File: config.mk
export PLATFORM = sky130hd
export DESIGN_NAME = id_ex_stage
export DESIGN_NICKNAME = d
export VERILOG_FILES = /design/src/rtl/id_ex_stage.sv
export SDC_FILE = /design/constraint.sdc
export NUM_CORES = 1
export LEC_CHECK = 0
export CAP_MARGIN = 20
export CORE_MARGIN = 5
export CORE_UTILIZATION = 30
export DETAILED_ROUTE_END_ITERATION = 7
export HOLD_SLACK_MARGIN = 0.08
export PLACE_DENSITY = 0.61
export SLEW_MARGIN = 20
export SYNTH_ARGS = -nofsm -noshare
export SYNTH_HDL_FRONTEND = slang
export SYNTH_SLANG_ARGS = --single-unit
export TNS_END_PERCENT = 10
File: constraint.sdc
create_clock -name clk -period 7.4 [get_ports clk]
set_input_delay 2.22 -clock clk [delete_from_list [all_inputs] [get_ports clk]]
set_output_delay 2.22 -clock clk [all_outputs]
set_load 0.005 [all_outputs]
File: src/rtl/id_ex_stage.sv
// id_ex_stage: ID/EX pipeline register with load-use bubble insertion and EX/MEM, MEM/WB operand forwarding.
module id_ex_stage #(
  parameter int XLEN  = 32,
  parameter int CNT_W = 16
) (
  input  logic             clk,
  input  logic             rst_n,
  input  logic             flush,
  input  logic             id_valid,
  input  logic [3:0]       id_alu_ctrl,
  input  logic [4:0]       id_rs,
  input  logic [4:0]       id_rt,
  input  logic [4:0]       id_rd,
  input  logic [XLEN-1:0]  id_rs_data,
  input  logic [XLEN-1:0]  id_rt_data,
  input  logic [XLEN-1:0]  id_imm,
  input  logic [4:0]       id_shamt,
  input  logic             id_uses_rs,
  input  logic             id_uses_rt,
  input  logic             id_use_imm,
  input  logic             id_use_shamt,
  input  logic             id_reg_write,
  input  logic             id_mem_read,
  input  logic             id_mem_write,
  input  logic             id_mem_to_reg,
  input  logic             exmem_reg_write,
  input  logic [4:0]       exmem_rd,
  input  logic [XLEN-1:0]  exmem_result,
  input  logic             memwb_reg_write,
  input  logic [4:0]       memwb_rd,
  input  logic [XLEN-1:0]  memwb_result,
  output logic             stall_id,
  output logic [XLEN-1:0]  alu_op1,
  output logic [XLEN-1:0]  alu_op2,
  output logic [3:0]       alu_ctrl,
  output logic             ex_valid,
  output logic             ex_reg_write,
  output logic             ex_mem_read,
  output logic             ex_mem_write,
  output logic             ex_mem_to_reg,
  output logic [4:0]       ex_rd,
  output logic [XLEN-1:0]  ex_store_data,
  output logic [CNT_W-1:0] bubble_count
);
  logic             valid_q, valid_d;
  logic [3:0]       ctrl_q, ctrl_d;
  logic [3:0]       alu_ctrl_q, alu_ctrl_d;
  logic [4:0]       rs_q, rs_d, rt_q, rt_d, rd_q, rd_d, shamt_q, shamt_d;
  logic [XLEN-1:0]  rs_data_q, rs_data_d, rt_data_q, rt_data_d, imm_q, imm_d;
  logic             use_imm_q, use_imm_d, use_shamt_q, use_shamt_d;
  logic [CNT_W-1:0] cnt_q, cnt_d;
  logic             hz, bubble;
  logic [XLEN-1:0]  fwd_rs, fwd_rt;
  always_comb begin
    hz = valid_q & ctrl_q[2] & (rd_q != 5'd0) & id_valid &
         ((id_uses_rs & (id_rs == rd_q)) | (id_uses_rt & (id_rt == rd_q)));
    stall_id = hz & ~flush;
    bubble = flush | hz;
    valid_d = bubble ? 1'b0 : id_valid;
    ctrl_d = (bubble | ~id_valid) ? 4'd0 : {id_reg_write, id_mem_read, id_mem_write, id_mem_to_reg};
    alu_ctrl_d = bubble ? 4'd0 : id_alu_ctrl;
    rs_d = bubble ? 5'd0 : id_rs;
    rt_d = bubble ? 5'd0 : id_rt;
    rd_d = bubble ? 5'd0 : id_rd;
    shamt_d = bubble ? 5'd0 : id_shamt;
    rs_data_d = bubble ? '0 : id_rs_data;
    rt_data_d = bubble ? '0 : id_rt_data;
    imm_d = bubble ? '0 : id_imm;
    use_imm_d = bubble ? 1'b0 : id_use_imm;
    use_shamt_d = bubble ? 1'b0 : id_use_shamt;
    cnt_d = (stall_id && !(&cnt_q)) ? cnt_q + CNT_W'(1) : cnt_q;
  end
  always_ff @(posedge clk or negedge rst_n) begin
    if (!rst_n) begin
      valid_q     <= 1'b0;
      ctrl_q      <= 4'd0;
      alu_ctrl_q  <= 4'd0;
      rs_q        <= 5'd0;
      rt_q        <= 5'd0;
      rd_q        <= 5'd0;
      shamt_q     <= 5'd0;
      rs_data_q   <= '0;
      rt_data_q   <= '0;
      imm_q       <= '0;
      use_imm_q   <= 1'b0;
      use_shamt_q <= 1'b0;
      cnt_q       <= '0;
    end else begin
      valid_q     <= valid_d;
      ctrl_q      <= ctrl_d;
      alu_ctrl_q  <= alu_ctrl_d;
      rs_q        <= rs_d;
      rt_q        <= rt_d;
      rd_q        <= rd_d;
      shamt_q     <= shamt_d;
      rs_data_q   <= rs_data_d;
      rt_data_q   <= rt_data_d;
      imm_q       <= imm_d;
      use_imm_q   <= use_imm_d;
      use_shamt_q <= use_shamt_d;
      cnt_q       <= cnt_d;
    end
  end
  // EX/MEM is the younger result, so it takes precedence; register 0 is hardwired and never forwarded
  always_comb begin
    fwd_rs = (exmem_reg_write && exmem_rd != 5'd0 && exmem_rd == rs_q) ? exmem_result :
             (memwb_reg_write && memwb_rd != 5'd0 && memwb_rd == rs_q) ? memwb_result : rs_data_q;
    fwd_rt = (exmem_reg_write && exmem_rd != 5'd0 && exmem_rd == rt_q) ? exmem_result :
             (memwb_reg_write && memwb_rd != 5'd0 && memwb_rd == rt_q) ? memwb_result : rt_data_q;
    alu_op1 = use_shamt_q ? {{(XLEN-5){1'b0}}, shamt_q} : fwd_rs;
    alu_op2 = use_imm_q ? imm_q : fwd_rt;
  end
  assign ex_store_data = fwd_rt;
  assign alu_ctrl      = alu_ctrl_q;
  assign ex_valid      = valid_q;
  assign ex_reg_write  = ctrl_q[3];
  assign ex_mem_read   = ctrl_q[2];
  assign ex_mem_write  = ctrl_q[1];
  assign ex_mem_to_reg = ctrl_q[0];
  assign ex_rd         = rd_q;
  assign bubble_count  = cnt_q;
endmodule

==> run_results.csv, run 1 <==
group,metric,value,unit
placed_design,dp_hpwl,18470,um
route,drc,0,
setup_path,path_cells,"clkdlybuf4s50_1, or4_1, o21ai_1, or4_2, buf_12, nor2_1, a31oi_1, mux2_2, clkdlybuf4s50_1",
floorplan,start_util,30.43,%
logic_synthesis,yosysTopAreaCellShare,50.11,%
logic_synthesis,syn_inst,693,
placed_design,placed_cells,1313,
setup_path,path_buf_inv,3,
logic_synthesis,ys_top_cells_by_area,"dfrtp_1 (50%), and2_1 (11%), mux2_2 (6.0%)",
logic_synthesis,yosysTopAreaCell,"dfrtp_1",
logic_synthesis,ys_seq_area_share,50.11,%
clock_network,numCtsBuffers,17,
setup_path,cp_top_family,"buffers and inverters",
route,drt_iter0_markers,250,
setup_path,reg2regPathDepth,7,
logic_synthesis,synth_cell_types,39,
placed_design,gp_congestion,0.8683,
global_route,grt_max_degree,71,
clock_network,postCtsSetupBuffers,0,
clock_network,cts_tree,"done",
logic_synthesis,ys_ff_latch,143,
logic_synthesis,synthFlopType,"dfrtp_1",
sta,finalSetupViolations,0,
setup_path,critPathMaxFanout,64,
hold_path,worstHoldPathCells,1,
logic_synthesis,synth_enable_flop_cells,0,
setup_path,crit_top_cell,"clkdlybuf4s50_1",
setup_path,start_kind,"primary input",
logic_synthesis,syn_area,7142,um2
route,via_count,6196,
sta,rsz0062_at_grt,"no",
sta,hold_violations,0,
clock_network,clk_latency,0.41,ns
route,viasPerCell,4.610,
floorplan,die-height,164.3,um
setup_path,critPathRequiredTime,5.18,ns
sta,tightest_slew,0.9559,ns
clock_network,cts_hold_buf,0,
global_route,grt_overflow,0,
setup_path,slowest_delay,0.71,ns
route,wl_per_cell,18.88,um
clock_network,cts.sinks,143,
power_and_ir_drop,p_leak,4.963,nW
setup_path,critPathArrivalTime,5.06,ns
logic_synthesis,synth_nets,902,
final_layout,fillCellCount,2191,
floorplan,num_rows,56,
clock_network,cts-htree-levels,4,
floorplan,core_area,23470,um2
setup_path,slowest_stage,"or4_2",
flow_run,drv_cap,0,
final_layout,syn2layout_area_growth,59.53,%
hold_path,hold_class,"flip-flop to flip-flop",
logic_synthesis,avgSynthCellArea,10.31,um2
floorplan,num_io_pins,335,
global_route,grt_pass1_wl,38030,um
floorplan,die_w,164.3,um
global_route,grt_usage,18.55,%
logic_synthesis,synth_commonest_cells,"dfrtp_1 (143), and2_1 (123), nand2_1 (78)",
clock_network,clockRootBuffer,"clkbuf_16",
route,ant_nets,0,
final_layout,final_util,48.54,%
global_route,antenna_found_initial,0,
global_route,grt_pass1_vias,6499,
logic_synthesis,async_flop_share,100.0,%
final_layout,fin_nets,1222,
sta,period_minus_slack,7.277,ns
logic_synthesis,synth.most_common_cell,"dfrtp_1",
sta,finalClockSkew,0.01010,ns
sta,slew_viol_final,0,
sta,fmax,0.1374,GHz
setup_path,crit_cells,9,
placed_design,numPortBuffers,334,
sta,fin_crit_sh,98.33,%
final_layout,diodes,0,
sta,setup_tns,0,ns
sta,max-slew-margin-rel,36.27,%
power_and_ir_drop,vdd_drop_max,0.1293,mV
outcome,status,"finished clean",
route,first_pass_iters,6,
final_layout,drive_gt1_share,9.756,%
floorplan,die-area,26990,um2
setup_path,end_kind,"primary output",
final_layout,layoutNonFillerInstCount,1344,
setup_path,worstSetupPathType,"primary input to primary output",
power_and_ir_drop,power_density,180.5,nW/um2
clock_network,cts.clk_slew.worst_paths,0.06,ns
logic_synthesis,ys_warn_count,0,
clock_network,clk_path_buf_depth,2,
route,wl,25380,um
-- cell usage in the layout, fill, tap and decap left out, drive strengths merged, types with 2 or more instances in the layout --
cell type	count
nand2	78
a31oi	36
a211oi	27
clkdlybuf4s50	333
dfrtp	143
clkinv	5
mux2i	32
and4	2
and2	123
nor3	7
clkbuf	22
nand4	8
nor4	2
inv	5
nand3	9
xor2	18
and3	7
or4	3
xnor2	24
mux2	38
buf	14
a21oi	4
nor2	68
clkinvlp	2
bufinv	2
o21ai	6
-- power breakdown --
group	internal, mW	switching [mW]
sequential	0.817	0.0223
combinational	0.234	0.123
clock	0.522	0.338
total	1.57	0.484
-- metal layers --
metal  up-vias  track usage, %  wire length, um
met4         0           5.757              499
met1      2930           21.13            10070
li1       2974               -                -
met3        32           6.801             2352
met5         -               0                0
met2       260           32.37            12460
-- kinds of logic (layout without fill, tap and decap cells) --
kind of cell | Yosys count | count (layout) | synth area share (%)
xor gates and xnor gates | 42 | 42 | 5.151
muxes | 70 | 70 | 10.48
adders and majority gates | 1 | 1 | 0.1752
DFF | 143 | 143 | 50.11
AOI/OAI and AO/OA | 76 | 76 | 7.709
buffers and inverters | 51 | 383 | 4.222
and+or+nand+nor | 310 | 310 | 22.16
-- per-stage QoR --
step	cell area [um2]	hold slack, ns	total power, mW	setup WS, ns
global route	11390	0.5544	2.152	0.001094
detailed placement	10800	0.5183	1.215	0.06442
finish	11390	0.5346	2.057	0.1234
CTS	11390	0.5356	2.092	0.06768
global placement	10800	0.5177	1.212	0.1308
floorplan	7142	0.4904	0.9591	1.417
-- sequential cells by signal (all words and copies together) (netlist names), 4 cells and up --
register	cells
alu_ctrl	4
bubble_count	16
ctrl_q	4
ex_rd	5
imm_q	32
rs_data_q	32
rs_q	5
rt_data_q	32
rt_q	5
shamt_q	5
-- cell type report --
cell class                      count  area (um2)  share of cell area [%]
Sequential cell                   143        3581                   31.43
Timing Repair Buffer              347        3517                   30.87
Multi-Input combinational cell    499        3292                   28.89
Clock buffer                       22       474.2                   4.162
Tap cell                          319       399.1                   3.503
Clock inverter                      9       111.4                  0.9774
Inverter                            5       18.77                  0.1647
-- timing repair --
action                     CTS  global route
hold endpoints to repair     0             0
setup endpoints to repair    0            16
gates resized for setup      0             1
-- path summary, 6_finish.rpt --
kind	slack (ns)	from	to
worst max-delay path	0.12	exmem_rd[3]	alu_op2[0]
worst min-delay path	0.53	bubble_count[14]$_DFFE_PN0P_	bubble_count[14]$_DFFE_PN0P_
worst max register to register	5.06	bubble_count[0]$_DFFE_PN0P_	bubble_count[5]$_DFFE_PN0P_
worst min register to register	0.53	bubble_count[14]$_DFFE_PN0P_	bubble_count[14]$_DFFE_PN0P_
max in group asynchronous	4.61	rst_n	use_shamt_q$_DFF_PN0_
min in group asynchronous	1.67	rst_n	alu_ctrl[0]$_DFF_PN0_
No activity file was read; power rests on OpenSTA's default activity.
==> inputs of run 2 (changes only) <==
--- a/config.mk
+++ b/config.mk
@@ -9,10 +9,11 @@
 export CORE_MARGIN = 5
 export CORE_UTILIZATION = 30
 export DETAILED_ROUTE_END_ITERATION = 7
+export DONT_BUFFER_PORTS = 1
 export HOLD_SLACK_MARGIN = 0.08
-export PLACE_DENSITY = 0.61
+export PLACE_DENSITY = 0.43
 export SLEW_MARGIN = 20
 export SYNTH_ARGS = -nofsm -noshare
 export SYNTH_HDL_FRONTEND = slang
 export SYNTH_SLANG_ARGS = --single-unit
-export TNS_END_PERCENT = 10
+export TNS_END_PERCENT = 30
==> run 2 against run 1 <==
Worst hold slack better by 0.020 ns. Clock power hardly changed. Non-clock buffer count shrank 338. Cell count down 24%. Critical endpoint is now alu_op2[31]. Largest power group unchanged.
==> run_results.csv, run 2 (synthesis gave the netlist of run 1 again) <==
group,metric,value,unit
floorplan,core_area,23470,um2
sta,fmax,0.1504,GHz
final_layout,final_common_cell,"dfrtp_1",
setup_path,critPathRequiredTime,5.18,ns
setup_path,worstSetupPathType,"primary input to primary output",
power_and_ir_drop,p_leak,3.658,nW
final_layout,syn2layout_area_growth,12.14,%
final_layout,mostFrequentLayoutCells,"dfrtp_1 (142), and2_1 (123), nand2_1 (78)",
placed_design,numPortBuffers,0,
final_layout,largest_registers,"imm_q x32, rs_data_q x32, rt_data_q x32",
setup_path,critPathArrivalTime,4.43,ns
sta,period_minus_slack,6.649,ns
global_route,grt_pass1_vias,5367,
setup_path,path_buf_inv,1,
setup_path,slowest_stage,"and3_1",
sta,setup_tns,0,ns
clock_network,cts_hold_buf,0,
floorplan,die-area,26990,um2
sta,tightest_slew,0.9507,ns
clock_network,cts-htree-levels,4,
final_layout,multi_input_area,3287,um2
global_route,grtUsageMet3,7.302,%
setup_path,reg2reg_to,"ctrl_q[2]$_DFF_PN0_",
final_layout,drive_gt1_share,13.81,%
global_route,top_usage_layer,"met2",
floorplan,die-height,164.3,um
sta,slew_viol_final,0,
setup_path,reg2regPathDepth,8,
hold_path,hold_class,"flip-flop to flip-flop",
sta,fin_crit_sh,89.85,%
power_and_ir_drop,power_switching_share,24.18,%
power_and_ir_drop,switchingPower,0.4467,mW
setup_path,start_kind,"primary input",
route,ant_nets,0,
setup_path,path_cells,"xor2_1, nor3_1, and3_1, buf_4, nand2_1, a31oi_1, mux2_2",
outcome,status,"finished clean",
sta,max-slew-margin-rel,36.62,%
sta,finalSetupViolations,0,
final_layout,regArea,3580,um2
power_and_ir_drop,p_int,1.401,mW
clock_network,clockRootBuffer,"clkbuf_16",
clock_network,cts_tree,"done",
placed_design,dp_slack,0.6351,ns
floorplan,die_w,164.3,um
sta,finalClockSkew,0.008301,ns
global_route,grtUsageMet1,18.13,%
route,drc,0,
floorplan,start_util,30.43,%
sta,hold_violations,0,
final_layout,fin_nets,884,
global_route,grt_usage,16.75,%
power_and_ir_drop,combPwrFrac,8.0,%
global_route,use_met2,29.06,%
sta,setup_slack,0.7514,ns
clock_network,numCtsBuffers,17,
global_route,grt_pass1_wl,33780,um
power_and_ir_drop,vdd_drop_max,0.1161,mV
setup_path,critPathMaxFanout,18,
setup_path,reg2reg_slack,4.82,ns
route,wl_per_cell,23.18,um
power_and_ir_drop,clkPwrFrac,46.7,%
clock_network,cts.clk_slew.worst_paths,0.06,ns
route,drt_iter0_markers,297,
global_route,antenna_found_initial,8,
route,via_count,5084,
power_and_ir_drop,power_density,230.7,nW/um2
global_route,grt_overflow,0,
setup_path,cp_top_family,"simple AND/OR/NAND/NOR gates",
sta,hold_slack,0.5549,ns
route,wl,23530,um
setup_path,end_kind,"primary output",
setup_path,r2r-start,"ex_rd[0]$_DFF_PN0_",
flow_run,drv_cap,0,
hold_path,worstHoldPathCells,1,
placed_design,dp_hpwl,17880,um
route,first_pass_iters,6,
global_route,grt_max_degree,144,
floorplan,num_rows,56,
clock_network,postCtsSetupBuffers,0,
clock_network,cts.sinks,143,
floorplan,num_io_pins,335,
placed_design,gp_congestion,0.9057,
hold_path,hold_path_end,"bubble_count[9]$_DFFE_PN0P_",
setup_path,slowest_delay,0.66,ns
power_and_ir_drop,pwr-share-seq,45.3,%
clock_network,clk_latency,0.41,ns
clock_network,clk_path_buf_depth,2,
clock_network,cts_resized,0,
route,viasPerCell,5.009,
sta,rsz0062_at_grt,"no",
final_layout,fillCellCount,2393,
hold_path,worstHoldStart,"bubble_count[9]$_DFFE_PN0P_",
run 2: cell count changes in the layout (fill, tap and decap cells not counted), moves of 2 or more:
cell | before | now
diode_2 | 0 | 8
clkdlybuf4s50_1 | 333 | 0
buf_12 | 6 | 2
inv_6 | 0 | 2
clkinvlp_4 | 2 | 4
run 2: metrics by stage:
stage | utilization [%] | power [mW] | instances | area, um2
after global routing | 34.10 | 1.931 | 1013 | 8004
after global placement | 31.40 | 0.9987 | 974 | 7370
after CTS | 34.04 | 1.884 | 1007 | 7989
after detailed placement | 31.51 | 1.003 | 975 | 7397
final | 34.12 | 1.848 | 1015 | 8009
after floorplan | - | 0.9591 | 693 | 7142
run 2: worst max path at each step:
stage                       end  depth (start not counted)        start
floorplan            alu_op1[4]                          7  memwb_rd[1]
global placement    alu_op2[31]                          7  memwb_rd[4]
detailed placement  alu_op2[31]                          7  memwb_rd[4]
CTS                 alu_op2[31]                          7  memwb_rd[4]
global route        alu_op2[31]                          7  memwb_rd[4]
finish              alu_op2[31]                          7  memwb_rd[4]
run 2: metal layers:
layer  up-vias  share of wire, %
met5         -             0.038
li1       2306                 -
met4         2               2.3
met2       271                50
met1      2477                36
met3        28                12
run 2: final cells by class:
class	count	area share (%)
diodes	8	0.2500
inverters	5	0.2343
clock inverters	12	1.687
repair buffers	9	1.406
well taps	319	4.984
clock buffers	20	5.702
multi-input cells	499	41.04
flip-flops and latches	143	44.70
run 2: power by group through the flow:
stage                     sequential [mW]  combinational (mW)  clock (mW)
final                               0.837               0.148       0.862
after global routing                0.840               0.163       0.928
after CTS                           0.837               0.151       0.895
after detailed placement            0.852               0.151           0
after global placement              0.852               0.147           0
after floorplan                     0.841               0.118           0
==> inputs of run 3 (changes only) <==
--- a/config.mk
+++ b/config.mk
@@ -6,12 +6,12 @@
 export NUM_CORES = 1
 export LEC_CHECK = 0
 export CAP_MARGIN = 20
-export CORE_MARGIN = 5
-export CORE_UTILIZATION = 30
+export CORE_AREA = 5 5 127 129
 export DETAILED_ROUTE_END_ITERATION = 7
+export DIE_AREA = 0 0 132 134
 export DONT_BUFFER_PORTS = 1
 export HOLD_SLACK_MARGIN = 0.08
-export PLACE_DENSITY = 0.43
+export PLACE_DENSITY = 0.62
 export SLEW_MARGIN = 20
 export SYNTH_ARGS = -nofsm -noshare
 export SYNTH_HDL_FRONTEND = slang
==> run 3 against run 2 <==
Cell count fell by 13%. Sequential power about the same. Power shrank 1.3%. Non-clock buffer count up 2. Largest cell class unchanged.
==> run_results.csv, run 3 (synthesis gave the netlist of run 1 again) <==
group,metric,value,unit
floorplan,num_io_pins,335,
clock_network,clk_path_buf_depth,2,
final_layout,fin_nets,886,
placed_design,numPortBuffers,0,
global_route,grt_max_degree,144,
clock_network,cts_tree,"done",
clock_network,clk_latency,0.41,ns
route,drc,0,
sta,tightest_slew,0.8557,ns
floorplan,start_util,47.87,%
global_route,antenna_found_initial,8,
sta,slew_viol_final,0,
clock_network,cts_resized,0,
final_layout,mostFrequentLayoutCells,"dfrtp_1 (142), and2_1 (123), nand2_1 (78)",
power_and_ir_drop,vdd_drop_max,0.1422,mV
placed_design,dp_hpwl,15550,um
sta,setup_tns,0,ns
setup_path,path_cells,"or4_1, o21ai_1, nor4_1, nand3_2, buf_12, mux2i_1, o21ai_0",
power_and_ir_drop,power_density,232.6,nW/um2
setup_path,worstSetupPathType,"primary input to primary output",
floorplan,die-height,134,um
clock_network,cts.sinks,143,
flow_run,drv_cap,0,
clock_network,cts.clk_slew.worst_paths,0.06,ns
sta,hold_violations,0,
floorplan,die-area,17690,um2
global_route,use_met2,38.35,%
sta,rsz0062_at_grt,"no",
global_route,grt_pass1_vias,5372,
final_layout,largest_registers,"imm_q x32, rs_data_q x32, rt_data_q x32",
final_layout,syn2layout_area_growth,9.741,%
clock_network,clockRootBuffer,"clkbuf_16",
route,ant_nets,0,
global_route,grtUsageMet3,9.940,%
sta,finalSetupViolations,0,
global_route,grt_pass1_wl,31630,um
clock_network,numCtsBuffers,17,
power_and_ir_drop,p_leak,3.675,nW
route,first_pass_iters,5,
setup_path,critPathRequiredTime,5.18,ns
floorplan,core_area,14920,um2
clock_network,cts-htree-levels,4,
setup_path,critPathArrivalTime,4.41,ns
final_layout,layoutNonFillerInstCount,886,
setup_path,start_kind,"primary input",
final_layout,final_common_cell,"dfrtp_1",
floorplan,die_w,132,um
route,wl,20770,um
route,via_count,5142,
clock_network,cts_hold_buf,0,
route,wl_per_cell,23.44,um
global_route,grtUsageMet1,25.78,%
sta,fin_crit_sh,89.60,%
floorplan,num_rows,45,
final_layout,fillCellCount,1349,
sta,max-slew-margin-rel,42.95,%
setup_path,end_kind,"primary output",
setup_path,critPathMaxFanout,40,
setup_path,slowest_delay,0.55,ns
placed_design,gp_congestion,0.8880,
sta,finalClockSkew,0.007907,ns
setup_path,slowest_stage,"or4_1",
route,drt_iter0_markers,246,
placed_design,placed_cells,845,
sta,fmax,0.1508,GHz
global_route,top_usage_layer,"met2",
final_layout,drive_gt1_share,14.06,%
outcome,status,"finished clean",
clock_network,postCtsSetupBuffers,0,
global_route,grt_overflow,0,
route,viasPerCell,5.804,
sta,period_minus_slack,6.630,ns
global_route,grt_usage,23.01,%
hold_path,hold_class,"flip-flop to flip-flop",
-- run 3: where the power goes --
group / total, mW / switching, mW / internal, mW
sequential: 0.836 / 0.0194 / 0.817
clock: 0.844 / 0.329 / 0.514
combinational: 0.143 / 0.0765 / 0.0669
total: 1.82 / 0.425 / 1.40
-- run 3: metrics by stage --
stage                     total power, mW  hold WS (ns)  setup WS, ns  util (%)  cell area, um2
after floorplan                    0.9591        0.4904         1.417         -            7142
after global placement             0.9898        0.5404        0.8678     48.30            7207
after detailed placement           0.9940        0.5383        0.7931     48.30            7207
after CTS                           1.844        0.5480        0.7959     52.26            7797
after global routing                1.894        0.5750        0.6405     52.49            7833
final                               1.823        0.5503        0.7698     52.53            7838
-- run 3: cell type report --
class                           instances  area [um2]  share of cell area [%]
Multi-Input combinational cell        499        3273                   41.76
Sequential cell                       143        3580                   45.67
Timing Repair Buffer                   11       120.1                   1.533
Inverter                                5       18.77                  0.2395
Clock buffer                           19       452.9                   5.779
Clock inverter                         13       137.6                   1.756
Antenna cell                            8       20.02                  0.2554
Tap cell                              188       235.2                   3.001
-- run 3: routing by layer --
layer | share of wire (%) | vias up
li1 | - | 2310
met1 | 35 | 2531
met2 | 51 | 263
met3 | 11 | 34
met4 | 2.4 | 4
met5 | 0.091 | -
-- run 3: worst max-delay path, delay by kind of cell --
kind	cells	cell delay (ns)
buffers and inverters	1	0.29
AOI/OAI and AO/OA	2	0.69
muxes	1	0.15
and+or+nand+nor	3	1.03
-- run 3: worst paths after layout --
kind | startpoint | to | slack [ns] | cells past startpoint
min in group asynchronous | rst_n | alu_ctrl[2]$_DFF_PN0_ | 1.50 | 0
hold / removal | bubble_count[14]$_DFFE_PN0P_ | bubble_count[14]$_DFFE_PN0P_ | 0.55 | 1
max in group asynchronous | rst_n | imm_q[14]$_DFF_PN0_ | 5.76 | 0
setup / recovery | exmem_rd[1] | alu_op1[4] | 0.77 | 7
hold reg to reg | bubble_count[14]$_DFFE_PN0P_ | bubble_count[14]$_DFFE_PN0P_ | 0.55 | 1
setup reg to reg | bubble_count[0]$_DFFE_PN0P_ | bubble_count[6]$_DFFE_PN0P_ | 5.06 | 7
